--- src/rtl/bcd_frame_conv_if.sv ---
// Frame handshake bundle for bcd_frame_conv: start/bin in, busy/done/dec/ovf out.
interface bcd_frame_conv_if #(
   parameter int W = 10,
   parameter int D = 4,
   parameter int L = 10
);
   logic             start;
   logic [L*W-1:0]   bin;
   logic             busy;
   logic             done;
   logic [L*4*D-1:0] dec;
   logic [L-1:0]     ovf;

   modport master (output start, output bin,
                   input  busy, input done, input dec, input ovf);
   modport slave  (input  start, input bin,
                   output busy, output done, output dec, output ovf);
endinterface

--- src/rtl/bcd_frame_conv.sv ---
// Sequential double-dabble conversion of a frame of L binary words into packed BCD, committed atomically.
// Optional leading-zero blanking at commit when LZ_BLANK_EN is defined.
//
// state | meaning
// IDLE  | waiting for start; snapshots bin on accept
// LOAD  | fetch shadow word widx into shift register, clear working BCD
// SHIFT | one add-3/shift step per cycle, W steps per word
// STORE | write word result and overflow flag into the work buffer
// DONE  | commit work buffer to dec/ovf, pulse done next cycle
module bcd_frame_conv #(
   parameter int W = 10,
   parameter int D = 4,
   parameter int L = 10
) (
   input  logic            clk,
   input  logic            RSTn,
   bcd_frame_conv_if.slave bus
);
   localparam int DW = 4*D;
   localparam int BW = $clog2(W+1);
   localparam int IW = (L > 1) ? $clog2(L) : 1;

   typedef enum logic [2:0] {IDLE, LOAD, SHIFT, STORE, DONE} state_t;
   state_t state, state_nxt;

   logic [L*W-1:0]  shadow;
   logic [W-1:0]    sreg;
   logic [DW-1:0]   bcd;
   logic [DW-1:0]   bcd_adj;
   logic [BW-1:0]   bitcnt;
   logic [IW-1:0]   widx;
   logic            wovf;
   logic [L*DW-1:0] work;
   logic [L-1:0]    work_ovf;
   logic [L*DW-1:0] dec_commit;
   logic [L*DW-1:0] dec_r;
   logic [L-1:0]    ovf_r;
   logic            done_r;
   logic            last_bit;
   logic            last_word;

   assign last_bit  = (bitcnt == BW'(W-1));
   assign last_word = (widx == IW'(L-1));

   always_comb begin
      bcd_adj = bcd;
      for (int k = 0; k < D; k++) begin
         if (bcd[4*k +: 4] >= 4'd5) bcd_adj[4*k +: 4] = bcd[4*k +: 4] + 4'd3;
      end
   end

`ifdef LZ_BLANK_EN
   logic lead;

   // Digits above the first nonzero one become the blank glyph; digit 0 always shows.
   always_comb begin
      dec_commit = work;
      lead       = 1'b0;
      for (int i = 0; i < L; i++) begin
         lead = 1'b1;
         for (int k = D-1; k >= 1; k--) begin
            if (lead && (work[DW*i + 4*k +: 4] == 4'd0)) dec_commit[DW*i + 4*k +: 4] = 4'hF;
            else lead = 1'b0;
         end
      end
   end
`else
   assign dec_commit = work;
`endif

   always_ff @(posedge clk or negedge RSTn) begin
      if (!RSTn) state <= IDLE;
      else       state <= state_nxt;
   end

   always_comb begin
      state_nxt = state;
      case (state)
         IDLE:    if (bus.start) state_nxt = LOAD;
         LOAD:    state_nxt = SHIFT;
         SHIFT:   if (last_bit) state_nxt = STORE;
         STORE:   state_nxt = last_word ? DONE : LOAD;
         DONE:    state_nxt = IDLE;
         default: state_nxt = IDLE;
      endcase
   end

   always_comb begin
      bus.busy = (state != IDLE) || done_r;
   end

   assign bus.done = done_r;
   assign bus.dec  = dec_r;
   assign bus.ovf  = ovf_r;

   always_ff @(posedge clk or negedge RSTn) begin
      if (!RSTn) begin
         shadow   <= '0;
         sreg     <= '0;
         bcd      <= '0;
         bitcnt   <= '0;
         widx     <= '0;
         wovf     <= 1'b0;
         work     <= '0;
         work_ovf <= '0;
         dec_r    <= '0;
         ovf_r    <= '0;
         done_r   <= 1'b0;
      end else begin
         done_r <= 1'b0;
         case (state)
            IDLE: begin
               if (bus.start) begin
                  shadow <= bus.bin;
                  widx   <= '0;
               end
            end
            LOAD: begin
               sreg   <= shadow[W*widx +: W];
               bcd    <= '0;
               bitcnt <= '0;
               wovf   <= 1'b0;
            end
            SHIFT: begin
               // A carry out of the top digit is a multiple of 10**D; the low digits stay exact.
               bcd    <= {bcd_adj[DW-2:0], sreg[W-1]};
               sreg   <= sreg << 1;
               wovf   <= wovf | bcd_adj[DW-1];
               bitcnt <= bitcnt + BW'(1);
            end
            STORE: begin
               work[DW*widx +: DW] <= bcd;
               work_ovf[widx]      <= wovf;
               if (!last_word) widx <= widx + IW'(1);
            end
            DONE: begin
               dec_r  <= dec_commit;
               ovf_r  <= work_ovf;
               done_r <= 1'b1;
            end
            default: ;
         endcase
      end
   end
endmodule

--- src/flat_wrapper.sv ---
// flat-port wrapper written by rule: the top's interface ports become plain ports
module bcd_frame_conv_flat 
#(
   parameter int W = 10,
   parameter int D = 4,
   parameter int L = 10
)
  (clk, RSTn, bus_start, bus_bin, bus_busy, bus_done, bus_dec, bus_ovf);
  bcd_frame_conv_if #(.W(W), .D(D), .L(L)) bus_i ();
  input  logic clk;
  input  logic RSTn;
  input wire logic [$bits(bus_i.start)-1:0] bus_start;
  input wire logic [$bits(bus_i.bin)-1:0] bus_bin;
  output wire logic [$bits(bus_i.busy)-1:0] bus_busy;
  output wire logic [$bits(bus_i.done)-1:0] bus_done;
  output wire logic [$bits(bus_i.dec)-1:0] bus_dec;
  output wire logic [$bits(bus_i.ovf)-1:0] bus_ovf;
  assign bus_i.start = bus_start;
  assign bus_i.bin = bus_bin;
  assign bus_busy = bus_i.busy;
  assign bus_done = bus_i.done;
  assign bus_dec = bus_i.dec;
  assign bus_ovf = bus_i.ovf;
  bcd_frame_conv #(.W(W), .D(D), .L(L)) u_core (.clk(clk), .RSTn(RSTn), .bus(bus_i));
endmodule
--- config.mk ---
export PLATFORM = sky130hd
export DESIGN_NAME = bcd_frame_conv_flat
export DESIGN_NICKNAME = d
export VERILOG_FILES = /design/src/rtl/bcd_frame_conv_if.sv /design/src/rtl/bcd_frame_conv.sv /design/src/flat_wrapper.sv
export SDC_FILE = /design/constraint.sdc
export NUM_CORES = 1
export LEC_CHECK = 0
export ABC_AREA = 1
export ABC_CLOCK_PERIOD_IN_PS = 3340
export CORE_MARGIN = 5
export CORE_UTILIZATION = 45
export DETAILED_ROUTE_END_ITERATION = 7
export PLACE_DENSITY = 0.66
export SYNTH_ARGS = -nofsm -noshare
export SYNTH_HDL_FRONTEND = slang
export SYNTH_SLANG_ARGS = --single-unit
export TNS_END_PERCENT = 100
--- constraint.sdc ---
create_clock -name clk -period 3.34 [get_ports clk]
set_input_delay 0.668 -clock clk [delete_from_list [all_inputs] [get_ports clk]]
set_output_delay 0.668 -clock clk [all_outputs]
set_load 0.005 [all_outputs]
# Word level (Yosys, flattened, before mapping)
# Index checks and enable logic that the tools add are counted.
# W data, S select, Z words.
# word_totals
register_bits,479
in_bits,103
# op_classes
n_mul,1
n_bitwise,1
n_eq_ne,9
muxes,20
shift,3
magnitude_cmp,6
n_reduce_logical,9
addsub,7
# ops
operator,n
$bwmux W160,1
$shift A16 B34 Y160 const A,1
$shiftx A16 B34 Y160,1
$shiftx A100 B9 Y10,1
$neg A8 Y34,1
$pmux W16 S2,1
$mux W4,6
$pmux W10 S2,1
$add A4 B2 Y4 const B,4
$ge A4 B3 Y1 const B,4
$pmux W4 S2,2
$pmux W3 S4,1
$bwmux W10,1
$mux W3,3
$add A4 B1 Y4 const B,2
$eq A4 B4 Y1 const B,2
$mul A3 B4 Y7 const A,1
$eq A3 B2 Y1 const B,2
$lt A4 B5 Y1 const B,1
$demux W1 S4,1
$ge A4 B1 Y1 const B,1
$ne A2 B2 Y1 const B,2
$reduce_and A2 Y1,2
$reduce_bool A2 Y1,2
other kinds (11),12

# Depth between registers and ports, before layout
# Gate-level depths: netlist (run 1).
# logic_depth
ltp_word,5
mapped_depth,14

# Least setup slack after synthesis (run 1)
# Ideal clock, no wire load.
# synth_path
path_type,reg-to-reg
startpoint,register u_core.widx[0]
endpoint,"register u_core.work[71], in the netlist u_core.dec_commit[71]"
synth_period_minus_slack_ps,2448
stages_incl_launch_ff,14
t_arrival_ps,2327
path_buffers,4
slack_ps,892
path_cell_list,dfrtp_1 > clkinv_1 > clkbuf_1 > buf_1 > ha_1 > inv_1 > nand2_1 > nand2_1 > buf_6 > nor3_2 > nand3_1 > clkbuf_1 > nand2_1 > o21ai_1
# synth_via
elab_chain_cells,3
word_cells_on_any_way,4
cone_classes,add/sub (1); shift (2); mux (1)
# synth_rtl
element,line_no,text
start: declaration,bcd_frame_conv.sv:31,logic [IW-1:0] widx;
start signal: assignment,bcd_frame_conv.sv:134,if (!last_word) widx <= widx + IW'(1);
$neg A8 Y34 *,bcd_frame_conv.sv:132,work[DW*widx +: DW] <= bcd;
$shiftx A16 B34 Y160 / $shift A16 B34 Y160 (equally long branches),bcd_frame_conv.sv:132,
$bwmux W160 *,bcd_frame_conv.sv:132,
end signal: assignment,bcd_frame_conv.sv:104,work <= '0;
end signal: indexed assignment,bcd_frame_conv.sv:132,
end: declaration,bcd_frame_conv.sv:33,logic [L*DW-1:0] work;
# Every way passes the cells marked *; elsewhere a longest branch is shown, timed or not.
# A chain may end at the register's enable or synchronous reset.

# Worst setup path in the final report (run 1)
# layout_path
startpoint,register u_core.widx[0]
endpoint,"register u_core.work[54], in the netlist u_core.dec_commit[54]"
# Same word-level chain as after synthesis.

==> flow_summary.ini, run 1 <==
[pwr]
finalPower_uw = 18200
power_density_nw_per_um2 = 700
p_leak_uw = 0.0130
max-vdd-ir-drop_mv = 0.430

[clocking]
ctsResizeCount = 0
cts_root_buf = clkbuf_16
cts_buffers = 50
clock-sinks = 479
clk_pin_slew_ns = 0.06
cts_hold_buf = 0
cts_tree = done
clock_latency_ns = 0.58
htree_levels = 2
ctsLongestPathBuffers = 3
post_cts_buffers = 0

[cells_and_area]
area_growth_pct = 24.3
multi_input_area_um2 = 7660
drive_gt1_share_pct = 5.92
instances_no_fill = 3387
fillers = 4192
seq_area_um2 = 12000
diodes = 0
final_nets = 2866

[worst_setup_path]
worst-path-max-fanout = 32
r2r_setup_slack_ns = 0.28
critPathKind = flip-flop to flip-flop
endpoint_kind = flip-flop
cp.required_ns = 3.80
start_kind = flip-flop
arrival_ns = 3.52

[yosys]
synth_edf_count = 0
yosys_warnings = 0
syn_nets = 2653
ys_seq_area_share_pct = 57.5
async_flop_share_pct = 100
post-synth-top-area-fraction_pct = 57.5
yosys-top-cells-count = nand2_1, dfrtp_1, nand3_1, inv_1, nor2_1
syn_inst = 2535
synth-seq-cells = 479
syn-cell-area_um2 = 20900
syn_area_per_cell_um2 = 8.23
synthTopCellsByArea = dfrtp_1, nand2_1, nand3_1
synth_top_flop_cell = dfrtp_1
yosysMostFrequentCell = nand2_1
ys_types = 29
yosysTopAreaCell = dfrtp_1

[global_routing]
grt_pass1_wl_mm = 93.9
grt_pass1_vias = 17300
grt_max_degree = 172
overflow = 0
grtUsageTotal_pct = 22.7
grt_antenna_before_repair = 0

[detailed_routing]
finalWirelength_mm = 58.3
drtAntennaViolNets = 0
drt-initial-drc-count = 1788
vias_per_cell = 5.17
post_drt_wl_per_cell_um = 17.2
route.vias.total = 17500
first_pass_iters = 7
drcViolationCount = 0

[floorplan]
dieHeight_um = 225
row_count = 78
dieArea_um2 = 50700
start_util_pct = 45.8
io_pins = 275
die_w_um = 225
fp.coreArea_um2 = 45600

[placed_design]
hpwl_mm = 40.2
dpl_worst_slack_ns = 0.373
port-buffer-count = 274
dp.cells = 3296
gp_congestion = 0.833

[sta]
period_needed_ns = 3.06
worst_pin_slew_ns = 0.944
layout_setup_ws_ns = 0.280
finClkSkew_ns = 0.00861
slew_headroom_pct = 36.8
tns_ns = 0
period_share_pct = 91.6
slew_violations = 0
setup_violations = 0
rsz0062_at_grt = false
finalHoldViolCount = 0
max_freq_mhz = 327

[status]
status = finished clean

[flow_run]
drv_cap = 0

[hold_path]
min_path_type = primary input to asynchronous set/reset pin
layout make-up:
| cell class | count | share of cell area (%) |
|---|---|---|
| clock buffers | 77 | 6.04 |
| multi-input cells | 1755 | 29.6 |
| flip-flops and latches | 479 | 46.2 |
| well taps | 600 | 2.90 |
| clock inverters | 14 | 0.883 |
| repair buffers | 310 | 12.2 |
| inverters | 152 | 2.21 |
sequential cells by signal (all words and copies together), names as in the netlist:
register and cells:
u_core.bus.dec 160, u_core.dec_commit 160, u_core.shadow 100, u_core.bcd 16
u_core.bus.ovf 10, u_core.sreg 10, u_core.work_ovf 10, u_core.bitcnt 4
u_core.widx 4, u_core.state 3, u_core.bus.done 1, u_core.wovf 1
routing by layer:
metal	share of wire (%)	up-vias	track usage [%]
li1	-	8415	-
met1	44	8462	32.0
met2	47	534	36.5
met3	6.2	113	4.01
met4	2.5	0	6.56
met5	0	-	0
stage by stage:
stage | utilization, % | hold WS (ns) | cell area [um^2]
2_1_floorplan | - | 0.372 | 20900
3_3_place_gp | 52.9 | 0.455 | 24100
3_5_place_dp | 52.9 | 0.458 | 24100
4_1_cts | 56.9 | 0.112 | 25900
5_1_grt | 56.9 | 0.137 | 25900
6_report | 56.9 | 0.103 | 25900
where the power goes:
| group | leakage (uW) | switching (uW) | total (uW) | internal, uW |
|---|---|---|---|---|
| sequential | 0.00636 | 496 | 7080 | 6580 |
| clock | 0.000880 | 2290 | 5970 | 3680 |
| combinational | 0.00574 | 3610 | 5110 | 1490 |
| total | 0.0130 | 6400 | 18200 | 11800 |
cells by family after synthesis:
logic type	after synthesis	share of synthesized area (%)
multiplexers	20	1.08
buffers and inverters	301	5.92
flip-flops	479	57.5
XOR/XNOR	2	0.0840
adder cells (fa/ha/maj)	15	0.900
AND/OR/NAND/NOR	1467	28.5
AO/OA/AOI/OAI	251	6.08
placed cells by master (no fill, tap or decap), drive strengths merged:
cell type and n:
buf 37, o21ai 138, a21oi 108, inv 151, o32ai 1, bufinv 6
nor2 147, xor2 2, clkdlybuf4s50 273, o31ai 2, nand3 147, clkinvlp 2
nand4 34, mux2 20, clkbuf 77, ha 15, o22ai 2, clkinv 7
nand2 1084, or2 1, nor3 54, dfrtp 479
worst max-delay path, stage by stage, from the launching register on:
cell and delay (ns):
dfrtp_2 0.62, nor3_1 0.13, ha_1 0.29, buf_4 0.24, inv_1 0.21, nor3_2 0.34
nand2_1 0.60, o21ai_0 0.48
path summary, 6_finish.rpt:
path / cells after the start / from / endpoint
setup / recovery: 7 / u_core.widx[0] / u_core.dec_commit[54]
hold / removal: 1 / RSTn / u_core.bus.dec[31]
setup reg to reg: 7 / u_core.widx[0] / u_core.dec_commit[54]
hold reg to reg: 2 / u_core.bus.dec[136] / u_core.bus.dec[136]
max in group asynchronous: 2 / RSTn / u_core.shadow[95]
min in group clk: 2 / u_core.bus.dec[136] / u_core.bus.dec[136]
Power figures use the tool's default switching activity.
==> run 2: changes to the inputs <==
--- a/config.mk
+++ b/config.mk
@@ -8,9 +8,9 @@
 export ABC_AREA = 1
 export ABC_CLOCK_PERIOD_IN_PS = 3340
 export CORE_MARGIN = 5
-export CORE_UTILIZATION = 45
+export CORE_UTILIZATION = 55
 export DETAILED_ROUTE_END_ITERATION = 7
-export PLACE_DENSITY = 0.66
+export PLACE_DENSITY = 0.79
 export SYNTH_ARGS = -nofsm -noshare
 export SYNTH_HDL_FRONTEND = slang
 export SYNTH_SLANG_ARGS = --single-unit
==> run 2 against run 1 <==
  * Sequential power about the same
  * Critical endpoint is now bus_busy
  * Fmax increased by 2.5%
  * Non-clock buffer count decreased by 6
  * Via count increased by 1.1%
  * Clock-buffer cell count decreased by 7
  * Combinational power decreased by 0.8%
==> flow_summary.ini, run 2 (synthesis results as in run 1) <==
[worst_setup_path]
start_kind = flip-flop
arrival_ns = 2.32
r2r_setup_slack_ns = 0.38
critPathKind = flip-flop to output port
worst-path-max-fanout = 3
timing.rr.start = u_core.widx[0]
r2r-end = u_core.dec_commit[104]
cp.required_ns = 2.67
r2r_cells = 11
endpoint_kind = output port

[global_routing]
grt_max_degree = 172
grt_pass1_vias = 17500
grtUsageTotal_pct = 26.5
grt_antenna_before_repair = 0
grt_pass1_wl_mm = 91.1
overflow = 0

[floorplan]
dieArea_um2 = 41900
io_pins = 275
fp.coreArea_um2 = 37600
dieHeight_um = 205
start_util_pct = 55.5
die_w_um = 205
row_count = 71

[sta]
period_needed_ns = 2.99
finClkSkew_ns = 0.0190
setup_violations = 0
slew_headroom_pct = 32.4
rsz0062_at_grt = false
period_share_pct = 89.4
timing.hold.ws_ns = 0.0864
tns_ns = 0
slew_violations = 0
max_freq_mhz = 335
worst_pin_slew_ns = 1.01
finalHoldViolCount = 0

[detailed_routing]
post_drt_wl_per_cell_um = 17.0
finalWirelength_mm = 56.0
drcViolationCount = 0
drt-initial-drc-count = 1597
route.vias.total = 17700
first_pass_iters = 6
drtAntennaViolNets = 0
vias_per_cell = 5.38

[cells_and_area]
drive_gt1_share_pct = 5.51
final_common_cell = nand2_1
final_nets = 2858
diodes = 0
fillers = 3038
area_growth_pct = 22.6
mostFrequentLayoutCells = nand2_1, dfrtp_1, clkdlybuf4s50_1

[clocking]
ctsLongestPathBuffers = 3
clock_latency_ns = 0.56
htree_levels = 2
cts_hold_buf = 0
cts_tree = done
ctsResizeCount = 0
clk_pin_slew_ns = 0.06
cts_root_buf = clkbuf_16
cts_buffers = 48
clock-sinks = 479
post_cts_buffers = 0

[pwr]
power_density_nw_per_um2 = 688
max-vdd-ir-drop_mv = 0.505
p_leak_uw = 0.0129

[flow_run]
drv_cap = 0

[placed_design]
port-buffer-count = 274
gp_congestion = 0.887
hpwl_mm = 38.5

[hold_path]
min_path_type = primary input to asynchronous set/reset pin

[status]
status = finished clean
==> run 2: area by class of cell <==
type,count,area [um^2],share of cell area (%)
inverter,152,573,2.24
clock buffer,70,1400,5.46
clock inverter,19,210,0.823
tap,511,639,2.50
sequential,479,12000,46.9
timing repair buffer,304,3090,12.1
multi-input combinational,1755,7660,30.0
==> run 2: through the flow <==
step	utilization (%)	total power (uW)	instances	cell area, um^2	setup WS [ns]
finish	68.0	17600	3290	25600	0.353
global route	68.0	18500	3290	25600	0.146
CTS	68.0	17600	3290	25600	0.369
detailed placement	63.7	12100	3201	23900	0.496
global placement	63.7	11900	3201	23900	0.678
floorplan	-	10600	2535	20900	0.892
==> run 2: power breakdown <==
| group | internal, uW | switching, uW | total (uW) |
|---|---|---|---|
| clock network | 3210 | 2220 | 5440 |
| logic | 1480 | 3590 | 5070 |
| registers | 6580 | 497 | 7080 |
| total | 11300 | 6310 | 17600 |
==> run 2: worst max path at each step <==
stage	startpoint	to	slack [ns]	cells after the start
after global routing	u_core.widx[0]	u_core.dec_commit[119]	0.15	7
final	u_core.state[0]	bus_busy	0.35	6
after detailed placement	u_core.widx[0]	u_core.dec_commit[143]	0.50	11
after floorplan	u_core.widx[0]	u_core.dec_commit[71]	0.89	13
after CTS	u_core.state[0]	bus_busy	0.37	6
after global placement	u_core.widx[0]	u_core.dec_commit[107]	0.68	11
==> run 2: routing by layer <==
| metal | track usage (%) | up-vias | share of wire, % |
|---|---|---|---|
| met4 | 10.0 | 0 | 4.0 |
| met1 | 36.9 | 8461 | 42 |
| met5 | 0 | - | 0 |
| met3 | 4.57 | 158 | 6.9 |
| met2 | 42.4 | 703 | 47 |
| li1 | - | 8392 | - |
==> run 2: worst max-delay path: stages (launching register included) <==
cell and delay [ns]:
dfrtp_1 0.39, inv_1 0.10, nand2_1 0.10, nor2_1 0.24, inv_1 0.18, or2_2 0.30, clkdlybuf4s50_1 0.45
==> run 3: changes to the inputs <==
--- a/config.mk
+++ b/config.mk
@@ -9,6 +9,7 @@
 export ABC_CLOCK_PERIOD_IN_PS = 3340
 export CORE_MARGIN = 5
 export CORE_UTILIZATION = 55
+export CTS_CLUSTER_DIAMETER = 60
 export DETAILED_ROUTE_END_ITERATION = 7
 export PLACE_DENSITY = 0.79
 export SYNTH_ARGS = -nofsm -noshare
==> results of run 3 <==
The final DEF is identical to that of run 2; final timing and power are the same.
